$ cat src/rtl/nios_core_mem_copy_master.sv
// Avalon-MM block fill/copy master for the on-chip word memory.
// Streams one word per transfer and keeps a running sum of every word written.
module nios_core_mem_copy_master #(
    parameter int unsigned AW           = 10,
    parameter int unsigned READ_LATENCY = 1
) (
    input  logic          clk,
    input  logic          reset,
    input  logic          start,
    input  logic          mode,
    input  logic [AW-1:0] src_addr,
    input  logic [AW-1:0] dst_addr,
    input  logic [AW:0]   len,
    input  logic [31:0]   fill_data,
    output logic          busy,
    output logic          done,
    output logic [31:0]   checksum,
    output logic [AW-1:0] m_address,
    output logic [3:0]    m_byteenable,
    output logic          m_chipselect,
    output logic          m_write,
    output logic [31:0]   m_writedata,
    input  logic [31:0]   m_readdata,
    input  logic          m_waitrequest,
    output logic          m_clken
);

    typedef enum logic [2:0] {StIdle, StRd, StRdWait, StWr, StFin} state_e;

    localparam logic [1:0]  LatLast = 2'(READ_LATENCY - 1);
    localparam logic [AW:0] RemOne  = {{AW{1'b0}}, 1'b1};

    state_e        state_q, state_d;
    logic          mode_q, mode_d;
    logic [AW-1:0] src_q, src_d;
    logic [AW-1:0] dst_q, dst_d;
    logic [AW:0]   rem_q, rem_d;
    logic [31:0]   fill_q, fill_d;
    logic [31:0]   data_q, data_d;
    logic [31:0]   sum_q, sum_d;
    logic [1:0]    lat_q, lat_d;

    always_ff @(posedge clk) begin
        if (reset) begin
            state_q <= StIdle;
            mode_q  <= 1'b0;
            src_q   <= '0;
            dst_q   <= '0;
            rem_q   <= '0;
            fill_q  <= '0;
            data_q  <= '0;
            sum_q   <= '0;
            lat_q   <= '0;
        end else begin
            state_q <= state_d;
            mode_q  <= mode_d;
            src_q   <= src_d;
            dst_q   <= dst_d;
            rem_q   <= rem_d;
            fill_q  <= fill_d;
            data_q  <= data_d;
            sum_q   <= sum_d;
            lat_q   <= lat_d;
        end
    end

    always_comb begin
        state_d      = state_q;
        mode_d       = mode_q;
        src_d        = src_q;
        dst_d        = dst_q;
        rem_d        = rem_q;
        fill_d       = fill_q;
        data_d       = data_q;
        sum_d        = sum_q;
        lat_d        = lat_q;
        done         = 1'b0;
        m_chipselect = 1'b0;
        m_write      = 1'b0;
        m_address    = '0;
        m_writedata  = '0;

        unique case (state_q)
            StIdle: begin
                if (start) begin
                    mode_d = mode;
                    src_d  = src_addr;
                    dst_d  = dst_addr;
                    rem_d  = len;
                    fill_d = fill_data;
                    sum_d  = '0;
                    if (len == '0)  state_d = StFin;
                    else if (mode)  state_d = StWr;
                    else            state_d = StRd;
                end
            end
            StRd: begin
                m_chipselect = 1'b1;
                m_address    = src_q;
                if (!m_waitrequest) begin
                    lat_d   = '0;
                    state_d = StRdWait;
                end
            end
            StRdWait: begin
                // Read data is valid in the last of READ_LATENCY wait cycles.
                if (lat_q == LatLast) begin
                    data_d  = m_readdata;
                    state_d = StWr;
                end else begin
                    lat_d = lat_q + 2'd1;
                end
            end
            StWr: begin
                m_chipselect = 1'b1;
                m_write      = 1'b1;
                m_address    = dst_q;
                m_writedata  = mode_q ? fill_q : data_q;
                if (!m_waitrequest) begin
                    sum_d = sum_q + m_writedata;
                    src_d = src_q + 1'b1;
                    dst_d = dst_q + 1'b1;
                    rem_d = rem_q - 1'b1;
                    if (rem_q == RemOne) state_d = StFin;
                    else if (mode_q)     state_d = StWr;
                    else                 state_d = StRd;
                end
            end
            StFin: begin
                done    = 1'b1;
                state_d = StIdle;
            end
            default: state_d = StIdle;
        endcase
    end

    assign busy         = (state_q == StRd) || (state_q == StRdWait) || (state_q == StWr);
    assign checksum     = sum_q;
    assign m_byteenable = 4'hF;
    assign m_clken      = 1'b1;

endmodule

$ cat config.mk
export PLATFORM = sky130hd
export DESIGN_NAME = nios_core_mem_copy_master
export DESIGN_NICKNAME = d
export VERILOG_FILES = /design/src/rtl/nios_core_mem_copy_master.sv
export SDC_FILE = /design/constraint.sdc
export NUM_CORES = 1
export LEC_CHECK = 0
export CAP_MARGIN = 20
export CORE_ASPECT_RATIO = 0.5
export CORE_UTILIZATION = 51
export CTS_CLUSTER_SIZE = 20
export DETAILED_ROUTE_END_ITERATION = 8
export PLACE_DENSITY = 0.81
export SYNTH_ARGS = -nofsm -noshare
export SYNTH_HDL_FRONTEND = slang
export SYNTH_SLANG_ARGS = --single-unit
$ cat constraint.sdc
create_clock -name clk -period 4.68 [get_ports clk]
set_clock_uncertainty 0.2 [all_clocks]
set_input_delay 0.468 -clock clk [delete_from_list [all_inputs] [get_ports clk]]
set_output_delay 0.468 -clock clk [all_outputs]
set_load 0.01 [all_outputs]
==> results.tsv, run 1 <==
stage	metric	value	unit
route	First-pass DRT Iterations	5	
global_routing	first-pass GRT wire length	38190	microns
route	WL final	24360	microns
synthesis	Synth area leader	dfxtp_1	
worst_setup_path	startpoint types	flip-flop	
layout	Area growth syn-to-layout	31.47	%
layout	nets	1336	
die	die width	177.8	microns
synthesis	Async SR Flop Fraction	0	%
synthesis	sequential area share after synthesis	33.79	%
layout	share of layout cells above drive strength 1	7.190	%
layout	n_diodes	0	
timing	TNS Setup	0	ns
clock_network	Clk pin slew, worst setup/hold paths	0.06	ns
worst_setup_path	CP Capture Type	flip-flop	
clock_network	htree depth	4	
layout	Finished Layout Cells	1408	
power	Logic pwr share	23.8	%
power	Int Pwr	2.437	mW
layout	final core utilization	70.10	%
synthesis	Warnings, synthesis	0	
timing	final worst-path cycle share	88.77	%
clock_network	root buffer cell	clkbuf_16	
die	initial core utilization	53.32	%
clock_network	CTS sink cnt	133	
global_routing	initial antenna violation count	0	
timing	fmax	240.7	MHz
worst_setup_path	CP peak stage delay	0.74	ns
timing	RSZ-0062 raised after global routing	no	
power	cell leakage power	4.188	nW
clock_network	CTS tree	built	
clock_network	Clock Tree Buf Depth	2	
hold_path	Hold Crit Class	flip-flop to flip-flop	
place	routability cong.	0.9675	
route	Vias/cell	5.901	
timing	worst-margin pin slew	1.003	ns
global_routing	largest net degree at the start of global routing	85	
clock_network	cts hold-fix bufs	0	
worst_setup_path	Slowest-stage cell, CP	dfxtp_1	
die	Die Y	89.90	microns
place	Setup Slack @ Placement	0.6523	ns
timing	final setup margin	0.5255	ns
die	die area	15980	sq um
timing	Worst slew margin	33.14	%
timing	fin crit period	4.155	ns
global_routing	vias in the first global route	7733	
synthesis	Post-synth EDFFs	0	
die	core region area	14780	sq um
synthesis	Post-synth top flop	dfxtp_1	
place	area post-placement	9734	sq um
clock_network	clk_lat worst skew	0.41	ns
layout	Final Instance Area	10360	sq um
clock_network	PostCTS Resize Cnt	0	
place	dpl cells	1377	
timing	# setup viols final	0	
worst_setup_path	WS Path Type	flip-flop to flip-flop	
worst_setup_path	CP Data Required Time	4.74	ns
power	Switch Pwr	1.117	mW
synthesis	mapped cell area	7880	sq um
synthesis	FF+latch count, synth	133	
place	number of buffers added on ports	177	
route	routed via count	8309	
synthesis	most frequent cell after synthesis	nand2_1	
timing	Slew Limit Fails	0	
global_routing	grt total ovfl	0	
run	MaxCap Viol Count	0	
route	drt drc	0	
route	Routed WL per cell	17.30	microns
power	switching power as a share of total power	31.42	%
synthesis	Syn Area/Cell	7.434	sq um
power	VDD IR-drop max	0.3024	mV
die	FP Rows	31	
synthesis	Synth top cells by count	nand2_1 (200), a21oi_1 (158), dfxtp_1 (133)	
synthesis	main area contributors after synthesis	dfxtp_1 (34%), a21oi_1 (10%), nand2_1 (9.5%)	
timing	Hold Violations, Final	0	
synthesis	Synth top area share	33.79	%
worst_setup_path	Cell Chain, Critical Path	buf_4 > mux2_2 > ha_1 > a21oi_1 > o21ai_0 > a22o_1 > a211o_1 > o31a_1 > a311o_1 > a21oi_2 > xor2_1 > a211oi_1	
die	Ports	183	
power	clock network power share	39.0	%
clock_network	Post-CTS Setup Bufs	0	
place	Post-DP HPWL	16810	microns
global_routing	GRT Total Usage	29.60	%
worst_setup_path	crit path DAT	4.21	ns
power	PwrDens	343.0	nW/um^2
synthesis	Mapped Cells	1060	
synthesis	Distinct cells, synth	54	
route	violation count after the first detailed-route iteration	638	
outcome	status	finished clean	
layout	fillers	1204	
power	sequential power share	37.2	%
clock_network	total CTS buffers	17	
worst_setup_path	CP Max Fanout	13	
route	ANT nets after route	0	
==> placed cells by master (no fill, tap or decap), types with 4 or more instances in the layout <==
cell type        synthesis  routed
nor2_1                  81      81
clkdlybuf4s50_1          0     176
xor2_1                  10      10
mux2_2                  31      31
o31ai_1                  5       5
nand3_1                 25      25
nand4_1                 13      13
nand3b_1                 5       5
nand4b_1                 5       5
nand2b_1                 8       8
xnor2_1                 15      15
nand2_1                200     200
inv_1                   21      21
conb_1                   1       5
and3_1                  42      42
a31oi_1                  6       6
o21bai_1                 5       5
clkbuf_16                0      17
ha_1                    36      36
or2_2                    4       4
mux2i_1                 17      17
dfxtp_1                133     132
buf_4                    5      15
a21oi_1                158     157
o21ai_0                 60      60
nor4_1                   4       4
a21o_1                  20      20
and2_1                   5       5
or3_1                    4       4
a22oi_1                 13      13
a221oi_1                 4       4
nor3_1                  18      18
==> sequential cells by signal, summed over array words and instances, names as in the netlist <==
signal / flops
lat_q: 2
checksum: 32
mode_q: 1
state_q: 3
rem_q: 11
dst_q: 10
data_q: 32
src_q: 10
fill_q: 32
==> power groups by stage <==
stage / combinational, mW / clock (mW) / sequential (mW)
finish: 0.845 / 1.39 / 1.32
global route: 0.919 / 1.44 / 1.33
detailed placement: 0.794 / 0 / 1.36
floorplan: 0.551 / 0 / 1.30
CTS: 0.803 / 1.39 / 1.34
global placement: 0.768 / 0 / 1.36
==> cells by family (layout without fill, tap and decap cells) <==
kind of cell    count (synthesis)  after routing  share of synthesized area, %
compound gates                297            297                         21.72
simple gates                  420            420                         24.15
buf+inv                        99            245                         4.954
xor+xnor                       25             25                         2.779
fa+ha+maj                      37             37                         5.970
mux                            48             48                         6.589
other cells                     1              5                       0.04759
flops                         133            133                         33.79
==> cell type report <==
| class | instances | area [sq um] | area share (%) |
|---|---|---|---|
| repair buffers | 193 | 1906 | 18.39 |
| inverters | 22 | 82.58 | 0.7971 |
| multi-input cells | 832 | 4855 | 46.86 |
| clock inverters | 11 | 152.6 | 1.473 |
| clock buffers | 19 | 452.9 | 4.372 |
| flip-flops and latches | 133 | 2664 | 25.71 |
| well taps | 198 | 247.7 | 2.391 |
==> per-layer routing <==
layer	vias to the layer above	part of all wire, %	GRT usage, %
met5	-	0	0
li1	3986	-	-
met1	3957	46	39.90
met2	326	46	48.21
met4	0	1.7	8.547
met3	40	6.6	5.288
==> per-stage QoR <==
step	hold slack, ns	power (mW)
2_1_floorplan	0.2329	1.853
3_3_place_gp	0.2384	2.123
3_5_place_dp	0.2450	2.155
4_1_cts	0.2534	3.531
5_1_grt	0.2688	3.693
6_report	0.2536	3.554
==> worst max-delay path: cells and delay by family, from the launching register on <==
family	cells	cell delay, ns
DFF	1	0.74
AOI/OAI and AO/OA	8	1.77
xor gates and xnor gates	1	0.17
muxes	1	0.37
buffers and inverters	1	0.36
adders and majority gates	1	0.38
==> path summary, 6_finish.rpt <==
path         slack [ns]       start            to  depth (start not counted)
max                0.53      mode_q  checksum[29]                         12
min                0.25  data_q[19]    data_q[19]                          2
max reg2reg        0.53      mode_q  checksum[29]                         12
min reg2reg        0.25  data_q[19]    data_q[19]                          2
Note: power is estimated with default switching activity, not from simulation.
==> run 2, diff against run 1 <==
--- a/config.mk
+++ b/config.mk
@@ -10,6 +10,7 @@
 export CORE_UTILIZATION = 51
 export CTS_CLUSTER_SIZE = 20
 export DETAILED_ROUTE_END_ITERATION = 8
+export MAX_ROUTING_LAYER = met4
 export PLACE_DENSITY = 0.81
 export SYNTH_ARGS = -nofsm -noshare
 export SYNTH_HDL_FRONTEND = slang
==> results.tsv, run 2 (synthesized netlist as in run 1, its figures left out) <==
stage	metric	value	unit
timing	worst-margin pin slew	1.062	ns
route	drt drc	0	
clock_network	clk_lat worst skew	0.42	ns
route	First-pass DRT Iterations	7	
global_routing	first-pass GRT wire length	37900	microns
power	cell leakage power	4.161	nW
timing	fmax	243.5	MHz
clock_network	total CTS buffers	17	
route	WL final	23880	microns
die	core region area	14780	sq um
power	VDD IR-drop max	0.3052	mV
layout	commonest non-fill, non-tap cell in the layout	nand2_1	
worst_setup_path	Reg2Reg Depth	12	
timing	fin crit period	4.106	ns
global_routing	grt total ovfl	0	
hold_path	Hold Crit Class	flip-flop to flip-flop	
layout	Area growth syn-to-layout	30.82	%
route	routed via count	8215	
worst_setup_path	CP Max Fanout	13	
global_routing	vias in the first global route	7722	
route	violation count after the first detailed-route iteration	681	
global_routing	initial antenna violation count	0	
place	number of buffers added on ports	177	
route	Routed WL per cell	16.95	microns
clock_network	Post-CTS Setup Bufs	0	
layout	n_diodes	0	
clock_network	htree depth	4	
worst_setup_path	WS Path Type	flip-flop to flip-flop	
route	Vias/cell	5.830	
clock_network	Clock Tree Buf Depth	2	
worst_setup_path	CP Data Required Time	4.74	ns
outcome	status	finished clean	
timing	Hold Violations, Final	0	
place	routability cong.	0.9632	
timing	final worst-path cycle share	87.74	%
worst_setup_path	Critical R2R Capture	checksum[29]	
place	Post-DP HPWL	16540	microns
timing	Worst slew margin	29.23	%
route	ANT nets after route	0	
place	Setup Slack @ Placement	0.6749	ns
run	MaxCap Viol Count	0	
clock_network	PostCTS Resize Cnt	0	
clock_network	CTS sink cnt	133	
clock_network	Clk pin slew, worst setup/hold paths	0.06	ns
power	overall power	3.453	mW
global_routing	largest net degree at the start of global routing	65	
layout	most frequent cells in the layout	nand2_1 (200), clkdlybuf4s50_1 (176), a21oi_1 (157)	
clock_network	root buffer cell	clkbuf_16	
timing	RSZ-0062 raised after global routing	no	
worst_setup_path	crit path DAT	4.17	ns
die	initial core utilization	53.32	%
clock_network	CTS tree	built	
die	FP Rows	31	
die	Die Y	89.90	microns
clock_network	cts hold-fix bufs	0	
layout	nets	1335	
die	Ports	183	
worst_setup_path	startpoint types	flip-flop	
layout	share of layout cells above drive strength 1	7.184	%
worst_setup_path	crit path from	mode_q	
timing	TNS Setup	0	ns
worst_setup_path	Worst R2R Start	mode_q	
die	die width	177.8	microns
layout	fillers	1249	
timing	Slew Limit Fails	0	
worst_setup_path	R2R setup slack	0.57	ns
worst_setup_path	Critical path destination	checksum[29]	
die	die area	15980	sq um
worst_setup_path	CP Capture Type	flip-flop	
global_routing	GRT Total Usage	30.19	%
timing	final setup margin	0.5737	ns
power	PwrDens	335.0	nW/um^2
timing	# setup viols final	0	
## run 2: worst max-delay path, stage by stage, from the launching register on
cell and delay (ns):
dfxtp_1 0.73, buf_4 0.35, mux2_2 0.37, ha_1 0.38, a21oi_1 0.17, o21ai_0 0.12, a22o_1 0.24, a211o_1 0.27
o31a_1 0.35, a311o_1 0.36, a21oi_2 0.16, xor2_1 0.16, a211oi_1 0.08
## run 2: power breakdown
group / leakage (nW) / switching (mW) / internal [mW]
Clock: 0.267 / 0.547 / 0.751
Combinational: 2.81 / 0.496 / 0.341
Sequential: 1.08 / 0.0882 / 1.23
Total: 4.16 / 1.13 / 2.32
## run 2: cell type report
type | count | area [sq um] | share of cell area [%]
clock buffer | 19 | 442.9 | 4.297
tap | 198 | 247.7 | 2.403
multi-input combinational | 832 | 4855 | 47.09
timing repair buffer | 192 | 1894 | 18.38
clock inverter | 13 | 122.6 | 1.189
sequential | 133 | 2664 | 25.84
inverter | 22 | 82.58 | 0.8011
## run 2: worst min-delay path by stage
stage                     cells past startpoint         end        from  slack (ns)
after floorplan                               2   fill_q[0]   fill_q[0]        0.23
after global placement                        2  fill_q[30]  fill_q[30]        0.24
after detailed placement                      2   fill_q[1]   fill_q[1]        0.25
after CTS                                     2   fill_q[1]   fill_q[1]        0.26
after global routing                          2   data_q[0]   data_q[0]        0.26
final                                         2   fill_q[1]   fill_q[1]        0.25
## run 2: per-stage QoR
step	utilization [%]	instances	hold slack, ns	instance area [sq um]
floorplan	-	1064	0.2329	7895
global placement	65.79	1376	0.2386	9723
finish	69.76	1409	0.2547	10310
detailed placement	65.79	1376	0.2476	9723
global route	69.76	1409	0.2631	10310
CTS	69.62	1408	0.2556	10290
## run 2: metal layers
layer,share of wire (%),vias up,GRT usage (%)
met5,0,-,-
met4,1.6,0,9.473
met3,6.8,32,5.161
met2,45,312,46.74
met1,46,3880,40.04
li1,-,3991,-
